## src/rtl/pico_pkg.sv

```systemverilog
// Shared types and default parameter values for the pico SPI receive engine.
//   state_t          : receive FSM states (idle, header word, data words)
//   *_DEF constants  : default values for the engine's parameters
package pico_pkg;

    typedef enum logic [1:0] {
        ST_IDLE,
        ST_HEADER,
        ST_DATA
    } state_t;

    localparam int unsigned WORD_W_DEF      = 8;
    localparam int unsigned ADDR_W_DEF      = 7;
    localparam int unsigned TIMEOUT_DEF     = 4;
    localparam int unsigned SYNC_STAGES_DEF = 2;

endpackage

```

## src/rtl/pico_sync_edge.sv

```systemverilog
// Multi-flop synchroniser for the asynchronous SPI clock and data lines,
// plus rising-edge detection on the synchronised SPI clock.
//   iclk, rst  : internal clock, asynchronous active-high reset
//   sclk       : raw SPI clock
//   serial_in  : raw SPI data
//   sclk_sync  : SPI clock after SYNC_STAGES flops
//   data_sync  : SPI data after SYNC_STAGES flops (same depth as sclk_sync)
//   rise       : sclk_sync is 1 and was 0 on the previous iclk cycle
module pico_sync_edge
    import pico_pkg::*;
#(
    parameter int unsigned SYNC_STAGES = SYNC_STAGES_DEF
) (
    input  logic iclk,
    input  logic rst,
    input  logic sclk,
    input  logic serial_in,
    output logic sclk_sync,
    output logic data_sync,
    output logic rise
);

    logic [SYNC_STAGES-1:0] sclk_sr;
    logic [SYNC_STAGES-1:0] data_sr;
    logic                   sclk_prev;

    always_ff @(posedge iclk or posedge rst) begin
        if (rst) begin
            sclk_sr   <= '0;
            data_sr   <= '0;
            sclk_prev <= 1'b0;
        end else begin
            sclk_sr   <= {sclk_sr[SYNC_STAGES-2:0], sclk};
            data_sr   <= {data_sr[SYNC_STAGES-2:0], serial_in};
            sclk_prev <= sclk_sr[SYNC_STAGES-1];
        end
    end

    assign sclk_sync = sclk_sr[SYNC_STAGES-1];
    assign data_sync = data_sr[SYNC_STAGES-1];
    assign rise      = sclk_sync & ~sclk_prev;

endmodule

```

## src/rtl/pico_rx_engine.sv

```systemverilog
// SPI-style receive engine: oversamples sclk/serial_in on iclk, assembles
// MSB-first words, decodes a header word (bit WORD_W-1 = read flag, low
// ADDR_W bits = start address) and then either emits one write strobe per
// data word or just advances the address for read frames. A frame ends when
// sclk stays low for TIMEOUT iclk cycles; ending mid-word flags frame_err.
//   iclk, rst     : internal clock, asynchronous active-high reset
//   sclk          : SPI clock (asynchronous, sampled as data)
//   serial_in     : SPI data, valid at sclk rise
//   wr_en         : one-cycle write strobe
//   wr_data       : written word, held after the strobe
//   addr          : register pointer
//   rd_mode       : current/last frame is a read frame
//   frame_active  : FSM is not idle
//   frame_err     : sticky, last frame ended with a partial word
module pico_rx_engine
    import pico_pkg::*;
#(
    parameter int unsigned WORD_W      = WORD_W_DEF,
    parameter int unsigned ADDR_W      = ADDR_W_DEF,
    parameter int unsigned TIMEOUT     = TIMEOUT_DEF,
    parameter int unsigned SYNC_STAGES = SYNC_STAGES_DEF
) (
    input  logic              iclk,
    input  logic              rst,
    input  logic              sclk,
    input  logic              serial_in,
    output logic              wr_en,
    output logic [WORD_W-1:0] wr_data,
    output logic [ADDR_W-1:0] addr,
    output logic              rd_mode,
    output logic              frame_active,
    output logic              frame_err
);

    localparam int unsigned        CNT_W    = $clog2(WORD_W);
    localparam int unsigned        IDLE_W   = $clog2(TIMEOUT + 1);
    localparam logic [CNT_W-1:0]   LAST_BIT = CNT_W'(WORD_W - 1);
    localparam logic [IDLE_W-1:0]  IDLE_MAX = IDLE_W'(TIMEOUT);

    state_t              state;
    state_t              state_next;
    logic                sclk_sync;
    logic                data_sync;
    logic                rise;
    logic [CNT_W-1:0]    bit_cnt;
    logic [IDLE_W-1:0]   idle_cnt;
    logic [IDLE_W-1:0]   idle_next;
    // Only the WORD_W-1 most recent bits need storing; the incoming bit
    // completes the word combinationally in word_next.
    logic [WORD_W-2:0]   shreg;
    logic [WORD_W-1:0]   word_next;
    logic                word_done;
    logic                timeout;

    pico_sync_edge #(
        .SYNC_STAGES (SYNC_STAGES)
    ) u_sync (
        .iclk      (iclk),
        .rst       (rst),
        .sclk      (sclk),
        .serial_in (serial_in),
        .sclk_sync (sclk_sync),
        .data_sync (data_sync),
        .rise      (rise)
    );

    // Timeout is judged on the counter's next value, so a rise (which forces
    // the counter to 0) can never coincide with a timeout.
    always_comb begin
        word_next  = {shreg, data_sync};
        word_done  = rise && (bit_cnt == LAST_BIT);
        if (sclk_sync) begin
            idle_next = '0;
        end else if (idle_cnt == IDLE_MAX) begin
            idle_next = idle_cnt;
        end else begin
            idle_next = idle_cnt + 1'b1;
        end
        timeout    = (state != ST_IDLE) && (idle_next == IDLE_MAX);

        state_next = state;
        case (state)
            ST_IDLE:   if (rise) state_next = ST_HEADER;
            ST_HEADER: begin
                if (timeout)        state_next = ST_IDLE;
                else if (word_done) state_next = ST_DATA;
            end
            ST_DATA:   if (timeout) state_next = ST_IDLE;
            default:   state_next = ST_IDLE;
        endcase
    end

    always_ff @(posedge iclk or posedge rst) begin
        if (rst) begin
            state <= ST_IDLE;
        end else begin
            state <= state_next;
        end
    end

    always_ff @(posedge iclk or posedge rst) begin
        if (rst) begin
            bit_cnt   <= '0;
            idle_cnt  <= '0;
            shreg     <= '0;
            wr_en     <= 1'b0;
            wr_data   <= '0;
            addr      <= '0;
            rd_mode   <= 1'b0;
            frame_err <= 1'b0;
        end else begin
            idle_cnt <= idle_next;
            wr_en    <= 1'b0;
            // Write frames advance the pointer the cycle after the strobe.
            if (wr_en) begin
                addr <= addr + 1'b1;
            end

            if (timeout) begin
                bit_cnt <= '0;
                shreg   <= '0;
                if (bit_cnt != '0) begin
                    frame_err <= 1'b1;
                end
            end else if (rise) begin
                shreg   <= word_next[WORD_W-2:0];
                bit_cnt <= word_done ? '0 : bit_cnt + 1'b1;
                if (state == ST_IDLE) begin
                    frame_err <= 1'b0;
                end
                if (word_done) begin
                    if (state == ST_HEADER) begin
                        addr    <= word_next[ADDR_W-1:0];
                        rd_mode <= word_next[WORD_W-1];
                    end else if (state == ST_DATA) begin
                        if (rd_mode) begin
                            addr <= addr + 1'b1;
                        end else begin
                            wr_data <= word_next;
                            wr_en   <= 1'b1;
                        end
                    end
                end
            end
        end
    end

    assign frame_active = (state != ST_IDLE);

endmodule
```

## config.mk

```make
export PLATFORM = sky130hd
export DESIGN_NAME = pico_rx_engine
export DESIGN_NICKNAME = d
export VERILOG_FILES = /design/src/rtl/pico_pkg.sv /design/src/rtl/pico_sync_edge.sv /design/src/rtl/pico_rx_engine.sv
export SDC_FILE = /design/constraint.sdc
export NUM_CORES = 1
export LEC_CHECK = 0
export BUFFER_PORTS_ARGS = -buffer_cell sky130_fd_sc_hd__buf_2
export CAP_MARGIN = 20
export CORE_MARGIN = 2
export CORE_UTILIZATION = 61
export DETAILED_ROUTE_END_ITERATION = 16
export GPL_ROUTABILITY_DRIVEN = 0
export PLACE_DENSITY = 0.83
export SLEW_MARGIN = 0
export SYNTH_ARGS = -nofsm -noshare
export SYNTH_HDL_FRONTEND = slang
export SYNTH_SLANG_ARGS = --single-unit
```

## constraint.sdc

```tcl
create_clock -name iclk -period 3.5 [get_ports iclk]
set_input_delay 0.7 -clock iclk [delete_from_list [all_inputs] [get_ports iclk]]
set_output_delay 0.7 -clock iclk [all_outputs]
set_load 0.02 [all_outputs]
```

# After elaboration in Yosys (flattened, before gate mapping)

Index checks and enable logic that the tools add are counted.
W data, S select, Z words.

Bits in registers: 38
Output and inout port bits: 19

Add/subtract/negate cells: 3
Equality and inequality tests: 9
Muxes and demuxes: 29
Bitwise logic cells: 5
Reductions and logical operators: 11

Operator list:

| cell                  | number |
|---|---|
| $mux W7               | 9 |
| $mux W3               | 5 |
| $mux W1               | 10 |
| $eq A3 B3 Y1 const B  | 3 |
| $mux W2               | 4 |
| $add A7 B1 Y7 const B | 1 |
| $add A3 B1 Y3 const B | 2 |
| $pmux W2 S3           | 1 |
| $reduce_and A3 Y1     | 2 |
| $reduce_and A6 Y1     | 1 |
| $reduce_bool A2 Y1    | 3 |
| $ne A2 B2 Y1 const B  | 2 |
| $not A1 Y1            | 4 |
| $reduce_and A4 Y1     | 1 |
| $ne A3 B3 Y1 const B  | 1 |
| $reduce_bool A3 Y1    | 1 |
| $eq A2 B1 Y1 const B  | 1 |
| $eq A2 B2 Y1 const B  | 1 |
| $logic_and A1 B1 Y1   | 2 |
| $logic_not A2 Y1      | 1 |
| $ne A2 B1 Y1 const B  | 1 |
| $and A1 B1 Y1         | 1 |

# Logic depth before layout (Yosys ltp)

Gate-level depths: netlist (run 1).

Depth after elaboration: 8
Gate-level depth with buffers: 8

# By module

A second synthesis (run 1) with hierarchy kept.

Cells, all modules: 170
Area total of the unflattened synthesis: 1818.0 sq um

Modules (own cells, without submodules):

| module         | instances | cells an instance | area each (sq um) |
|---|---|---|---|
| pico_rx_engine | 1         | 163               | 1675.4 |
| pico_sync_edge | 1         | 7                 | 142.6 |

# Worst setup path after synthesis (run 1)

No wires, ideal clock.

Kind: register to register
From: reg idle_cnt[0]
To: reg bit_cnt[0]
Data arrival time: 1734 ps
Required time: 3370 ps
Slack: 1636 ps
Stages on the path, launching flop included: 8
Path buffers: 1
Period minus slack after synthesis: 1864 ps
Cell sequence: dfrtp_1 > inv_1 > ha_1 > or3b_4 > a311oi_4 > and2_1 > buf_6 > o31ai_2

Longest elaborated chain between the ends: 6
Elaborated cells on any way between the ends: 8
Those cells by class: add/sub: 1; eq/ne: 2; mux: 3; reduce/logical: 2

Ends and longest elaborated chain:

| item                                          | RTL line                                   | source |
|---|---|---|
| from (decl)                                   | pico_rx_engine.sv:46                       | `logic [IDLE_W-1:0] idle_cnt;` |
| from (signal assigned)                        | pico_rx_engine.sv:112                      | `idle_cnt <= idle_next;` |
| $add A3 B1 Y3 or $eq A3 B3 Y1 (tied branches) | pico_rx_engine.sv:77, pico_rx_engine.sv:74 |  |
| $mux W3 *                                     | pico_rx_engine.sv:74                       | `end else if (idle_cnt == IDLE_MAX) begin` |
| $mux W3 *                                     | pico_rx_engine.sv:72                       | `if (sclk_sync) begin` |
| $eq A3 B3 Y1 *                                | pico_rx_engine.sv:79                       | `timeout = (state != ST_IDLE) && (idle_next == IDLE_MAX);` |
| $logic_and A1 B1 Y1 *                         | pico_rx_engine.sv:79                       |  |
| $mux W3 or $reduce_bool A2 Y1 (tied branches) | --                                         |  |
| to (signal assigned)                          | pico_rx_engine.sv:127                      | `bit_cnt <= word_done ? '0 : bit_cnt + 1'b1;` |
| to (decl)                                     | pico_rx_engine.sv:45                       | `logic [CNT_W-1:0] bit_cnt;` |

Every way passes the cells marked *; elsewhere a longest branch is shown, timed or not.
A chain may end at the register's enable or synchronous reset.

# Worst setup path after layout (run 1)

From: reg idle_cnt[0]
To: reg bit_cnt[2]

Same word-level chain as after synthesis.

==> impl_metrics.prom, run 1 <==
# TYPE chip_impl_metric gauge
chip_impl_metric{name="route.antenna.remaining_nets",unit=""} 0
chip_impl_metric{name="worst_clock_skew",unit="ps"} 10.62
chip_impl_metric{name="post-layout-total-power",unit="mW"} 1.052
chip_impl_metric{name="flop2flop_setup_slack",unit="ps"} 1300
chip_impl_metric{name="groute.usage.overall",unit=""} 0.2511
chip_impl_info{name="timing.hold.worst.start",value="u_sync.sclk_sr[0]$_DFF_PP0_"} 1
chip_impl_metric{name="synth_async_sr_flop_share",unit=""} 1.000
chip_impl_metric{name="drtIter0Drc",unit=""} 83
chip_impl_metric{name="clk_latency",unit="ps"} 360
chip_impl_metric{name="cts.path.max_buffers",unit=""} 2
chip_impl_info{name="crit_path_end_kind",value="register"} 1
chip_impl_info{name="worst-setup-path-type",value="register to register"} 1
chip_impl_info{name="tritoncts",value="yes"} 1
chip_impl_metric{name="syn-num-nets",unit=""} 196
chip_impl_info{name="cell_types_with_the_largest_area_share_after_synthesis",value="dfrtp_1 52%, nand2_1 8.5%, a21oi_1 4.7%"} 1
chip_impl_metric{name="cts_resized",unit=""} 0
chip_impl_info{name="status",value="finished with violations"} 1
chip_impl_metric{name="tightest_slew",unit="ps"} 703.1
chip_impl_info{name="critical_path.reg2reg.startpoint",value="idle_cnt[0]$_DFF_PP0_"} 1
chip_impl_info{name="synth_top_flop_cell",value="dfrtp_1"} 1
chip_impl_info{name="cts-root-buf",value="clkbuf_4"} 1
chip_impl_metric{name="fp-row-count",unit=""} 19
chip_impl_metric{name="maxClockFrequency",unit="MHz"} 454.6
chip_impl_metric{name="final.fill_count",unit=""} 197
chip_impl_metric{name="routed_via_density",unit=""} 5.872
chip_impl_info{name="hold_path.class",value="register to register"} 1
chip_impl_metric{name="buffer_ports.inserted",unit=""} 22
chip_impl_metric{name="irDropWorstVdd",unit="uV"} 349.7
chip_impl_metric{name="pwr_density_cell",unit="mW/mm^2"} 527.7
chip_impl_metric{name="die-width",unit="um"} 58.59
chip_impl_metric{name="drt_wl_total",unit="um"} 3636
chip_impl_metric{name="worst_r2r_path_cells",unit=""} 6
chip_impl_info{name="synth_top_cells_by_count",value="41 x nand2_1, 38 x dfrtp_1, 17 x a21oi_1"} 1
chip_impl_metric{name="first_global_vias",unit=""} 1319
chip_impl_metric{name="post_cts.repair.setup_buffers",unit=""} 0
chip_impl_metric{name="fin_crit",unit="ps"} 2200
chip_impl_metric{name="synth_enable_flop_cells",unit=""} 0
chip_impl_metric{name="syn_avg_cell_area",unit="um^2"} 9.774
chip_impl_metric{name="floorplan.io_pins",unit=""} 23
chip_impl_metric{name="fin_crit_sh",unit=""} 0.6285
chip_impl_metric{name="first_pass_grt_wire_length",unit="um"} 6258
chip_impl_metric{name="area.sequential",unit="um^2"} 950.9
chip_impl_metric{name="final-hold-violation-count",unit=""} 0
chip_impl_metric{name="yosys_warns",unit=""} 0
chip_impl_metric{name="cap_viol_max_count",unit=""} 0
chip_impl_metric{name="yosys_register_bits",unit=""} 38
chip_impl_metric{name="clock_tree.htree_level_count",unit=""} 2
chip_impl_metric{name="synth.top_cell.area_share",unit=""} 0.5231
chip_impl_metric{name="number_of_cts_inserted_buffers",unit=""} 5
chip_impl_metric{name="start_util",unit=""} 0.6481
chip_impl_info{name="yosys.area.top_type",value="dfrtp_1"} 1
chip_impl_metric{name="post_cts_hold_buffer_count",unit=""} 0
chip_impl_metric{name="postLayoutCoreUtil",unit=""} 0.7110
chip_impl_info{name="failed_checks",value="DRC"} 1
chip_impl_metric{name="yosysUniqueCellTypes",unit=""} 42
chip_impl_info{name="rsz_0062_raised_after_global_routing",value="no"} 1
chip_impl_metric{name="place_hpwl",unit="um"} 2567
chip_impl_metric{name="p_leak",unit="nW"} 0.9952
chip_impl_info{name="startpoint_type",value="register"} 1
chip_impl_metric{name="area.growth.synth_to_final",unit="%"} 9.704
chip_impl_metric{name="aggregate_global_routing_overflow",unit=""} 0
chip_impl_metric{name="finalSetupViolations",unit=""} 0
chip_impl_metric{name="die_h",unit="um"} 58.59
chip_impl_metric{name="route.vias.total",unit=""} 1421
chip_impl_metric{name="avgRoutedWirePerCell",unit="um"} 15.02
chip_impl_metric{name="syn-instance-count",unit=""} 186
chip_impl_metric{name="fp.coreArea",unit="mm^2"} 0.002805
chip_impl_metric{name="worst-endpoint-arrival",unit="ps"} 2440
chip_impl_metric{name="synth.yosys.seq_area_share",unit=""} 0.5231
chip_impl_metric{name="maximum_number_of_pins_on_one_net_before_global_route_repair",unit=""} 39
chip_impl_info{name="post-synth-top-count-cell",value="nand2_1"} 1
chip_impl_metric{name="fp.dieArea",unit="mm^2"} 0.003433
chip_impl_metric{name="multi_input_comb_area",unit="um^2"} 802.0
chip_impl_metric{name="clock-sinks",unit=""} 38
chip_impl_metric{name="timing.critical_path.required",unit="ps"} 3740
chip_impl_metric{name="syn_area",unit="mm^2"} 0.001818
chip_impl_metric{name="worst_setup_hold_path_clk_slew",unit="ps"} 110
chip_impl_metric{name="antenna_cells_inserted",unit=""} 0
chip_impl_metric{name="design.final.nets",unit=""} 220
chip_impl_metric{name="min_path_cells",unit=""} 0
chip_impl_metric{name="drive_above_1_share",unit=""} 0.1943
chip_impl_metric{name="grt_antenna_before_repair",unit=""} 0
chip_impl_metric{name="detailed_routing_iteration_count_for_the_pre_antenna_repair_pass",unit=""} 10
chip_impl_info{name="timing.rr.end",value="bit_cnt[2]$_DFFE_PP0P_"} 1
chip_impl_metric{name="remaining_drc_errors",unit=""} 2
chip_impl_metric{name="maxSlewHeadroom",unit=""} 0.5303
chip_impl_metric{name="maxSlewViolCount",unit=""} 0
chip_impl_info{name="worst_hold_path.endpoint",value="u_sync.sclk_sr[1]$_DFF_PP0_"} 1
chip_impl_metric{name="totalNegativeSetupSlack",unit="ps"} 0
chip_impl_metric{name="crit_fanout",unit=""} 10
-- kinds of logic (layout without fill, tap and decap cells) --
family          count (synthesis)  in the layout  synth area share
flops                          38             38            0.5231
fa+ha+maj                       6              6           0.04129
buf+inv                        13             38           0.03579
compound gates                 44             44            0.1604
xor+xnor                        3              3           0.01446
simple gates                   80             80            0.2113
mux                             2              2           0.01376
-- power by group --
| part | internal [mW] | switching, mW | leakage, nW | total [mW] |
|---|---|---|---|---|
| logic | 0.108 | 0.145 | 0.465 | 0.253 |
| clock network | 0.0780 | 0.154 | 0.0312 | 0.232 |
| registers | 0.501 | 0.0668 | 0.499 | 0.568 |
| total | 0.687 | 0.365 | 0.995 | 1.05 |
-- per-layer routing --
metal  global-route usage  share of wire
met5                    0              0
met4               0.1071          0.021
met3              0.07253          0.053
met2               0.3852           0.48
met1               0.3368           0.45
-- through the flow --
step | area, um^2 | worst slack, ps | hold slack (ps) | instances
2_1_floorplan | 1818 | 1636 | 331.2 | 186
3_3_place_gp | 1936 | 1434 | 332.9 | 234
3_5_place_dp | 1936 | 1352 | 337.0 | 234
4_1_cts | 1994 | 1328 | 363.7 | 242
5_1_grt | 1994 | 1195 | 376.0 | 242
6_report | 1994 | 1300 | 362.2 | 242
-- critical path: stages (launching register included) --
cell      delay, ps
dfrtp_1         470
inv_1            70
ha_1            240
or3b_4          420
a311oi_4        340
and2_1          440
o21ai_2         110
-- sequential cells by signal, summed over array words and instances, names as in the netlist --
signal / cells
wr_data: 8
addr: 7
shreg: 7
bit_cnt: 3
idle_cnt: 3
state: 2
u_sync.data_sr: 2
u_sync.sclk_sr: 2
frame_err: 1
rd_mode: 1
u_sync.sclk_prev: 1
wr_en: 1
-- worst max-delay path by stage --
stage	startpoint	end	slack, ps	cells past startpoint
floorplan	idle_cnt[0]$_DFF_PP0_	bit_cnt[0]$_DFFE_PP0P_	1640	7
global placement	idle_cnt[0]$_DFF_PP0_	bit_cnt[2]$_DFFE_PP0P_	1430	6
detailed placement	idle_cnt[0]$_DFF_PP0_	bit_cnt[2]$_DFFE_PP0P_	1350	6
CTS	idle_cnt[0]$_DFF_PP0_	bit_cnt[2]$_DFFE_PP0P_	1330	6
global route	idle_cnt[0]$_DFF_PP0_	bit_cnt[2]$_DFFE_PP0P_	1200	6
finish	idle_cnt[0]$_DFF_PP0_	bit_cnt[2]$_DFFE_PP0P_	1300	6
-- cell type report --
| cell class | count | share of cell area |
|---|---|---|
| Clock inverter | 3 | 0.01067 |
| Timing Repair Buffer | 23 | 0.05897 |
| Sequential cell | 38 | 0.4768 |
| Inverter | 7 | 0.01317 |
| Tap cell | 31 | 0.01945 |
| Multi-Input combinational cell | 135 | 0.4021 |
| Clock buffer | 5 | 0.01882 |
-- cell usage in the layout, fill, tap and decap left out, types with 2 or more instances in the layout --
cell      Yosys  layout
o31ai_1       2       2
ha_1          6       6
a21oi_1      17      17
o21ai_0      10      10
inv_1         7       7
or2_2         3       3
o21ai_1       2       2
clkbuf_4      0       5
nand3b_1      3       3
nand2b_1      5       5
dfrtp_1      38      38
xnor2_1       2       2
or3_1         2       2
buf_2         1      22
nor2b_1       3       3
nor2_1       13      13
a31oi_1       2       2
nand2_1      41      41
and3_1        2       2
No activity file was read; power rests on OpenSTA's default activity.
==> inputs of run 2 (changes only) <==
- ABC_AREA: default -> 1
- CORE_UTILIZATION: 61 -> 57
- PLACE_DENSITY: 0.83 -> 0.78
- clock period: 3.5 -> 2.1 ns (I/O delays scaled with it)
==> run 2 against run 1 <==
Against the previous run:
- via count is 9.1% higher
- largest cell class unchanged
- the flow now finishes without violations
- critical path depth fell by 1
- sequential share of layout area down 4.4 points
- combinational power grew to 2.7 times the previous value
- synthesized cell count grew 23%
==> impl_metrics.prom, run 2 <==
# TYPE chip_impl_metric gauge
chip_impl_metric{name="totalNegativeSetupSlack",unit="ps"} 0
chip_impl_metric{name="drtIter0Drc",unit=""} 73
chip_impl_metric{name="syn_area",unit="mm^2"} 0.001921
chip_impl_metric{name="cts.path.max_buffers",unit=""} 2
chip_impl_metric{name="fin_crit_sh",unit=""} 0.8265
chip_impl_metric{name="synth.yosys.seq_area_share",unit=""} 0.4951
chip_impl_metric{name="remaining_drc_errors",unit=""} 0
chip_impl_metric{name="first_global_vias",unit=""} 1404
chip_impl_metric{name="synth_async_sr_flop_share",unit=""} 1.000
chip_impl_metric{name="synth.top_cell.area_share",unit=""} 0.4951
chip_impl_metric{name="route.antenna.remaining_nets",unit=""} 0
chip_impl_metric{name="antenna_cells_inserted",unit=""} 0
chip_impl_metric{name="first_pass_grt_wire_length",unit="um"} 6244
chip_impl_info{name="synth_top_cells_by_count",value="58 x nand2_1, 38 x dfrtp_1, 34 x nand3_1"} 1
chip_impl_info{name="cts-root-buf",value="clkbuf_4"} 1
chip_impl_metric{name="pwr_density_cell",unit="mW/mm^2"} 1060
chip_impl_metric{name="die_h",unit="um"} 62.05
chip_impl_info{name="timing.rr.end",value="wr_data[2]$_DFFE_PP0P_"} 1
chip_impl_info{name="cell_types_with_the_largest_area_share_after_synthesis",value="dfrtp_1 50%, nand2_1 11%, nand3_1 8.9%"} 1
chip_impl_metric{name="worst-endpoint-arrival",unit="ps"} 1980
chip_impl_metric{name="irDropWorstVdd",unit="uV"} 676.2
chip_impl_metric{name="cap_viol_max_count",unit=""} 0
chip_impl_info{name="critical_path.reg2reg.startpoint",value="u_sync.sclk_sr[1]$_DFF_PP0_"} 1
chip_impl_metric{name="place_hpwl",unit="um"} 2586
chip_impl_metric{name="start_util",unit=""} 0.5848
chip_impl_metric{name="post_cts_hold_buffer_count",unit=""} 0
chip_impl_metric{name="clock-sinks",unit=""} 38
chip_impl_metric{name="p_leak",unit="nW"} 1.231
chip_impl_info{name="status",value="finished, final reports clean"} 1
chip_impl_metric{name="drt_wl_total",unit="um"} 3723
chip_impl_metric{name="routed_via_density",unit=""} 5.116
chip_impl_info{name="largest-register",value="wr_data"} 1
chip_impl_metric{name="min_path_cells",unit=""} 1
chip_impl_info{name="timing.hold.worst.start",value="sclk"} 1
chip_impl_metric{name="yosysUniqueCellTypes",unit=""} 24
chip_impl_metric{name="post_cts.repair.setup_buffers",unit=""} 0
chip_impl_metric{name="clock_tree.htree_level_count",unit=""} 2
chip_impl_metric{name="worst_clock_skew",unit="ps"} 6.910
chip_impl_metric{name="maxSlewViolCount",unit=""} 0
chip_impl_metric{name="cts_resized",unit=""} 0
chip_impl_info{name="crit_path_end_kind",value="register"} 1
chip_impl_info{name="hold_path.class",value="primary input to register"} 1
chip_impl_info{name="synth_top_flop_cell",value="dfrtp_1"} 1
chip_impl_metric{name="clk_latency",unit="ps"} 350
chip_impl_metric{name="groute.usage.overall",unit=""} 0.2290
chip_impl_metric{name="floorplan.io_pins",unit=""} 23
chip_impl_metric{name="syn-num-nets",unit=""} 239
chip_impl_info{name="largest_registers",value="wr_data x8, addr x7, shreg x7"} 1
chip_impl_metric{name="timing.critical_path.required",unit="ps"} 2340
chip_impl_metric{name="crit_fanout",unit=""} 12
chip_impl_metric{name="avgRoutedWirePerCell",unit="um"} 12.29
chip_impl_info{name="tritoncts",value="yes"} 1
chip_impl_metric{name="buffer_ports.inserted",unit=""} 22
chip_impl_metric{name="hold_slack",unit="ps"} 167.1
chip_impl_metric{name="design.final.nets",unit=""} 266
chip_impl_metric{name="drive_above_1_share",unit=""} 0.1790
chip_impl_info{name="yosys.area.top_type",value="dfrtp_1"} 1
chip_impl_metric{name="synth_enable_flop_cells",unit=""} 0
chip_impl_metric{name="die-width",unit="um"} 62.05
chip_impl_metric{name="worst_setup_hold_path_clk_slew",unit="ps"} 120
chip_impl_metric{name="maximum_number_of_pins_on_one_net_before_global_route_repair",unit=""} 39
chip_impl_metric{name="syn-instance-count",unit=""} 229
chip_impl_info{name="rsz_0062_raised_after_global_routing",value="no"} 1
chip_impl_metric{name="fin_crit",unit="ps"} 1736
chip_impl_metric{name="maxClockFrequency",unit="MHz"} 576.2
chip_impl_metric{name="yosys_warns",unit=""} 0
chip_impl_metric{name="fp.coreArea",unit="mm^2"} 0.003284
chip_impl_metric{name="tightest_slew",unit="ps"} 459.1
chip_impl_info{name="layout.cells.most_common",value="nand2_1"} 1
chip_impl_metric{name="aggregate_global_routing_overflow",unit=""} 0
chip_impl_info{name="startpoint_type",value="register"} 1
chip_impl_info{name="worst_hold_path.endpoint",value="u_sync.sclk_sr[0]$_DFF_PP0_"} 1
chip_impl_metric{name="largest_reg_flops",unit=""} 8
chip_impl_metric{name="grt_antenna_before_repair",unit=""} 0
chip_impl_metric{name="fp.dieArea",unit="mm^2"} 0.003850
chip_impl_metric{name="syn_avg_cell_area",unit="um^2"} 8.387
chip_impl_metric{name="fp-row-count",unit=""} 21
chip_impl_metric{name="maxSlewHeadroom",unit=""} 0.6939
chip_impl_metric{name="finalSetupViolations",unit=""} 0
chip_impl_metric{name="yosys_register_bits",unit=""} 38
chip_impl_metric{name="number_of_cts_inserted_buffers",unit=""} 5
chip_impl_metric{name="worst_r2r_path_cells",unit=""} 5
chip_impl_metric{name="area.growth.synth_to_final",unit="%"} 14.46
chip_impl_info{name="worst-setup-path-type",value="register to register"} 1
chip_impl_metric{name="final-hold-violation-count",unit=""} 0
chip_impl_info{name="layout.cells.most_common_list",value="58 x nand2_1, 38 x dfrtp_1, 34 x nand3_1"} 1
chip_impl_metric{name="flop2flop_setup_slack",unit="ps"} 360
chip_impl_metric{name="detailed_routing_iteration_count_for_the_pre_antenna_repair_pass",unit=""} 4
chip_impl_info{name="post-synth-top-count-cell",value="nand2_1"} 1
chip_impl_metric{name="route.vias.total",unit=""} 1550
## run 2: cell count changes after synthesis, sizes merged, moves of 3 or more
cell | before | now
nor2b | 3 | 0
o21ai | 13 | 8
nand3 | 1 | 34
nand3b | 4 | 0
o31ai | 3 | 0
nand2b | 5 | 0
mux2 | 1 | 8
nand2 | 41 | 60
inv | 7 | 34
a21oi | 17 | 12
## run 2: metrics by stage
stage	utilization	total power [mW]	cells	instance area, um^2	setup slack, ps
5_1_grt	0.6693	2.499	303	2198	72.79
2_1_floorplan	-	1.498	229	1921	552.1
4_1_cts	0.6693	2.343	303	2198	338.1
3_5_place_dp	0.6354	1.691	295	2087	355.1
3_3_place_gp	0.6354	1.669	295	2087	374.3
6_report	0.6693	2.331	303	2198	364.4
## run 2: layout make-up
class	count	area, um^2
clock buffers	6	51.30
multi-input cells	153	825.8
flip-flops and latches	38	950.9
fillers	284	1086
inverters	34	127.6
clock inverters	2	60.06
repair buffers	24	125.1
well taps	46	57.56
## run 2: worst max path at each step
stage | from | to | slack, ps
global placement | u_sync.sclk_sr[1]$_DFF_PP0_ | wr_data[2]$_DFFE_PP0P_ | 370
floorplan | bit_cnt[0]$_DFFE_PP0P_ | wr_data[0]$_DFFE_PP0P_ | 550
global route | idle_cnt[0]$_DFF_PP0_ | shreg[1]$_DFFE_PP0P_ | 70
detailed placement | u_sync.sclk_sr[1]$_DFF_PP0_ | wr_data[6]$_DFFE_PP0P_ | 360
finish | u_sync.sclk_sr[1]$_DFF_PP0_ | wr_data[2]$_DFFE_PP0P_ | 360
CTS | u_sync.sclk_sr[1]$_DFF_PP0_ | wr_data[7]$_DFFE_PP0P_ | 340
## run 2: layer usage
metal	GRT usage	wire length [um]	vias to the layer above	share of wire
li1	-	-	794	-
met1	0.3011	1755	712	0.47
met2	0.3676	1744	37	0.47
met3	0.04348	157	7	0.042
met4	0.1064	65	0	0.017
met5	0	0	-	0
## run 2: kinds of logic (layout without fill, tap and decap cells)
family,after synthesis,count (layout),synth area share
fa+ha+maj,6,6,0.03909
mux,8,8,0.04691
simple gates,110,110,0.2554
compound gates,25,25,0.07036
buf+inv,38,66,0.07491
xor+xnor,4,4,0.01824
flops,38,38,0.4951
## run 2: report_power, final
group          internal, mW  switching (mW)
clock                 0.403           0.245
combinational         0.248           0.426
sequential            0.860           0.149
total                  1.51           0.820
## run 2: critical path: stages (launching register included)
cell and delay (ps):
dfrtp_1 390, inv_2 70, nor2_4 260, nand2_4 150, nor3_4 360, mux2_2 390
==> inputs of run 3 (changes only) <==
- CORE_UTILIZATION: 57 -> 51
- PLACE_DENSITY: 0.78 -> 0.74
- clock period: 2.1 -> 1.5 ns (I/O delays scaled with it)
==> run 3 against run 2 <==
Against the previous run:
- the flow now finishes with violations (setup timing)
- sequential share of layout area shrank 5.4 points
- flip-flop and latch count did not move
- largest power group unchanged
- critical endpoint is now shreg[6]$_DFFE_PP0P_
- combinational power is 70% higher
==> impl_metrics.prom, run 3 (synthesis results as in run 2) <==
# TYPE chip_impl_metric gauge
chip_impl_info{name="status",value="finished with violations"} 1
chip_impl_info{name="failed_checks",value="setup timing"} 1
chip_impl_metric{name="final.fill_count",unit=""} 284
chip_impl_metric{name="buffer_ports.inserted",unit=""} 22
chip_impl_metric{name="number_of_cts_inserted_buffers",unit=""} 5
chip_impl_metric{name="die_h",unit="um"} 65.37
chip_impl_metric{name="grt_antenna_before_repair",unit=""} 0
chip_impl_info{name="hold_path.class",value="primary input to asynchronous set/reset pin"} 1
chip_impl_metric{name="p_leak",unit="nW"} 1.342
chip_impl_metric{name="fp.coreArea",unit="mm^2"} 0.003633
chip_impl_metric{name="clock_tree.htree_level_count",unit=""} 2
chip_impl_metric{name="groute.usage.overall",unit=""} 0.2214
chip_impl_metric{name="clock-sinks",unit=""} 38
chip_impl_metric{name="timing.critical_path.required",unit="ps"} 1680
chip_impl_metric{name="route.antenna.remaining_nets",unit=""} 0
chip_impl_metric{name="dp_worst_setup_slack",unit="ps"} -53.59
chip_impl_metric{name="crit_fanout",unit=""} 10
chip_impl_metric{name="fp-row-count",unit=""} 22
chip_impl_metric{name="remaining_drc_errors",unit=""} 0
chip_impl_metric{name="worst_setup_hold_path_clk_slew",unit="ps"} 70
chip_impl_metric{name="design.final.nets",unit=""} 284
chip_impl_metric{name="fin_crit",unit="ps"} 1507
chip_impl_metric{name="detailed_routing_iteration_count_for_the_pre_antenna_repair_pass",unit=""} 5
chip_impl_metric{name="clk_latency",unit="ps"} 290
chip_impl_metric{name="drt_wl_total",unit="um"} 4269
chip_impl_metric{name="irDropWorstVdd",unit="uV"} 978.4
chip_impl_metric{name="worst-endpoint-arrival",unit="ps"} 1690
chip_impl_metric{name="placed_cell_area",unit="mm^2"} 0.002196
chip_impl_metric{name="drive_above_1_share",unit=""} 0.3127
chip_impl_info{name="largest_registers",value="wr_data x8, addr x7, shreg x7"} 1
chip_impl_metric{name="route.vias.total",unit=""} 1627
chip_impl_metric{name="worst_clock_skew",unit="ps"} 4.210
chip_impl_metric{name="first_global_vias",unit=""} 1530
chip_impl_info{name="startpoint_type",value="register"} 1
chip_impl_metric{name="area.growth.synth_to_final",unit="%"} 30.88
chip_impl_metric{name="fp.dieArea",unit="mm^2"} 0.004273
chip_impl_metric{name="finalSetupViolations",unit=""} 1
chip_impl_metric{name="final-hold-violation-count",unit=""} 0
chip_impl_info{name="crit_path_end_kind",value="register"} 1
chip_impl_metric{name="cap_viol_max_count",unit=""} 0
chip_impl_metric{name="place_hpwl",unit="um"} 2786
chip_impl_metric{name="cts.path.max_buffers",unit=""} 2
chip_impl_metric{name="maxClockFrequency",unit="MHz"} 663.4
chip_impl_info{name="tritoncts",value="yes"} 1
chip_impl_metric{name="postLayoutSetupSlackWorst",unit="ps"} -7.404
chip_impl_info{name="worst-setup-path-type",value="register to register"} 1
chip_impl_metric{name="antenna_cells_inserted",unit=""} 0
chip_impl_info{name="rsz_0062_raised_after_global_routing",value="yes"} 1
chip_impl_metric{name="floorplan.io_pins",unit=""} 23
chip_impl_metric{name="die-width",unit="um"} 65.37
chip_impl_metric{name="avgRoutedWirePerCell",unit="um"} 13.22
chip_impl_info{name="cts-root-buf",value="clkbuf_8"} 1
chip_impl_metric{name="post-layout-total-power",unit="mW"} 3.631
chip_impl_metric{name="fin_crit_sh",unit=""} 1.005
chip_impl_metric{name="maxSlewHeadroom",unit=""} 0.6870
chip_impl_metric{name="start_util",unit=""} 0.5286
chip_impl_metric{name="first_pass_grt_wire_length",unit="um"} 7113
chip_impl_metric{name="maxSlewViolCount",unit=""} 0
chip_impl_metric{name="largest_reg_flops",unit=""} 8
chip_impl_metric{name="pwr_density_cell",unit="mW/mm^2"} 1444
chip_impl_info{name="layout.cells.most_common_list",value="57 x nand2_1, 38 x dfrtp_1, 29 x inv_1"} 1
chip_impl_metric{name="drtIter0Drc",unit=""} 123
chip_impl_metric{name="aggregate_global_routing_overflow",unit=""} 0
chip_impl_metric{name="routed_via_density",unit=""} 5.037
chip_impl_info{name="largest-register",value="wr_data"} 1
chip_impl_info{name="layout.cells.most_common",value="nand2_1"} 1
chip_impl_metric{name="final_cell_area",unit="mm^2"} 0.002514
chip_impl_metric{name="maximum_number_of_pins_on_one_net_before_global_route_repair",unit=""} 39
chip_impl_metric{name="tightest_slew",unit="ps"} 469.5
## run 3: cell count changes in the layout (fill, tap and decap cells not counted), sizes merged
cell      change
inv           -1
clkinvlp      +1
buf          +18
## run 3: layout make-up
class,count,area (um^2),share of cell area
sequential,38,950.9,0.3783
clock inverter,2,60.06,0.02389
multi-input combinational,153,940.9,0.3743
clock buffer,6,82.58,0.03285
timing repair buffer,42,287.8,0.1145
inverter,34,131.4,0.05226
tap,48,60.06,0.02389
## run 3: metrics by stage
| step | setup TNS [ps] | std cells | hold slack, ps | utilization |
|---|---|---|---|---|
| floorplan | -244.8 | 229 | 331.2 | - |
| finish | -7.404 | 323 | 106.0 | 0.6918 |
| global route | -1677 | 323 | 91.40 | 0.6918 |
| CTS | -65.35 | 319 | 98.02 | 0.6584 |
| global placement | 0 | 307 | 332.6 | 0.6043 |
| detailed placement | -424.2 | 307 | 337.2 | 0.6043 |
## run 3: worst max-delay path: stages, from the launching register on
cell and delay [ps]:
dfrtp_1 410, inv_2 80, ha_4 130, inv_2 30, nand3_2 40, o211ai_1 100, nor2_1 170, nand3_2 130
buf_6 170, nand3_1 80, nand2_1 60
## run 3: power breakdown
group          internal [mW]  switching, mW
logic                  0.468          0.677
registers               1.20          0.201
clock network          0.709          0.371
total                   2.38           1.25
## run 3: routing by layer
metal	vias to the layer above	routed length [um]	GRT usage
met3	4	172	0.04966
met2	32	2082	0.3597
met5	-	0	0
met1	763	1952	0.2914
li1	828	-	-
met4	0	61	0.08073
## run 3: timing repair
action                                  CTS  global route
gates resized for setup                   9            28
setup buffers                             4             5
hold buffers                              0             0
pin swaps                                 3             8
endpoints found under the setup margin   18            28
## run 3: worst paths after layout
path                                                to                         from  slack (ps)  depth (start not counted)
max                               shreg[6]$_DFFE_PP0P_        idle_cnt[0]$_DFF_PP0_          -7                         10
min                             wr_data[4]$_DFFE_PP0P_                          rst         110                          3
max reg2reg                       shreg[6]$_DFFE_PP0P_        idle_cnt[0]$_DFF_PP0_          -7                         10
min reg2reg                u_sync.data_sr[1]$_DFF_PP0_  u_sync.data_sr[0]$_DFF_PP0_         360                          0
max in group asynchronous            addr[6]$_DFF_PP0_                          rst        1060                          3
min in group iclk          u_sync.data_sr[0]$_DFF_PP0_                    serial_in         110                          1
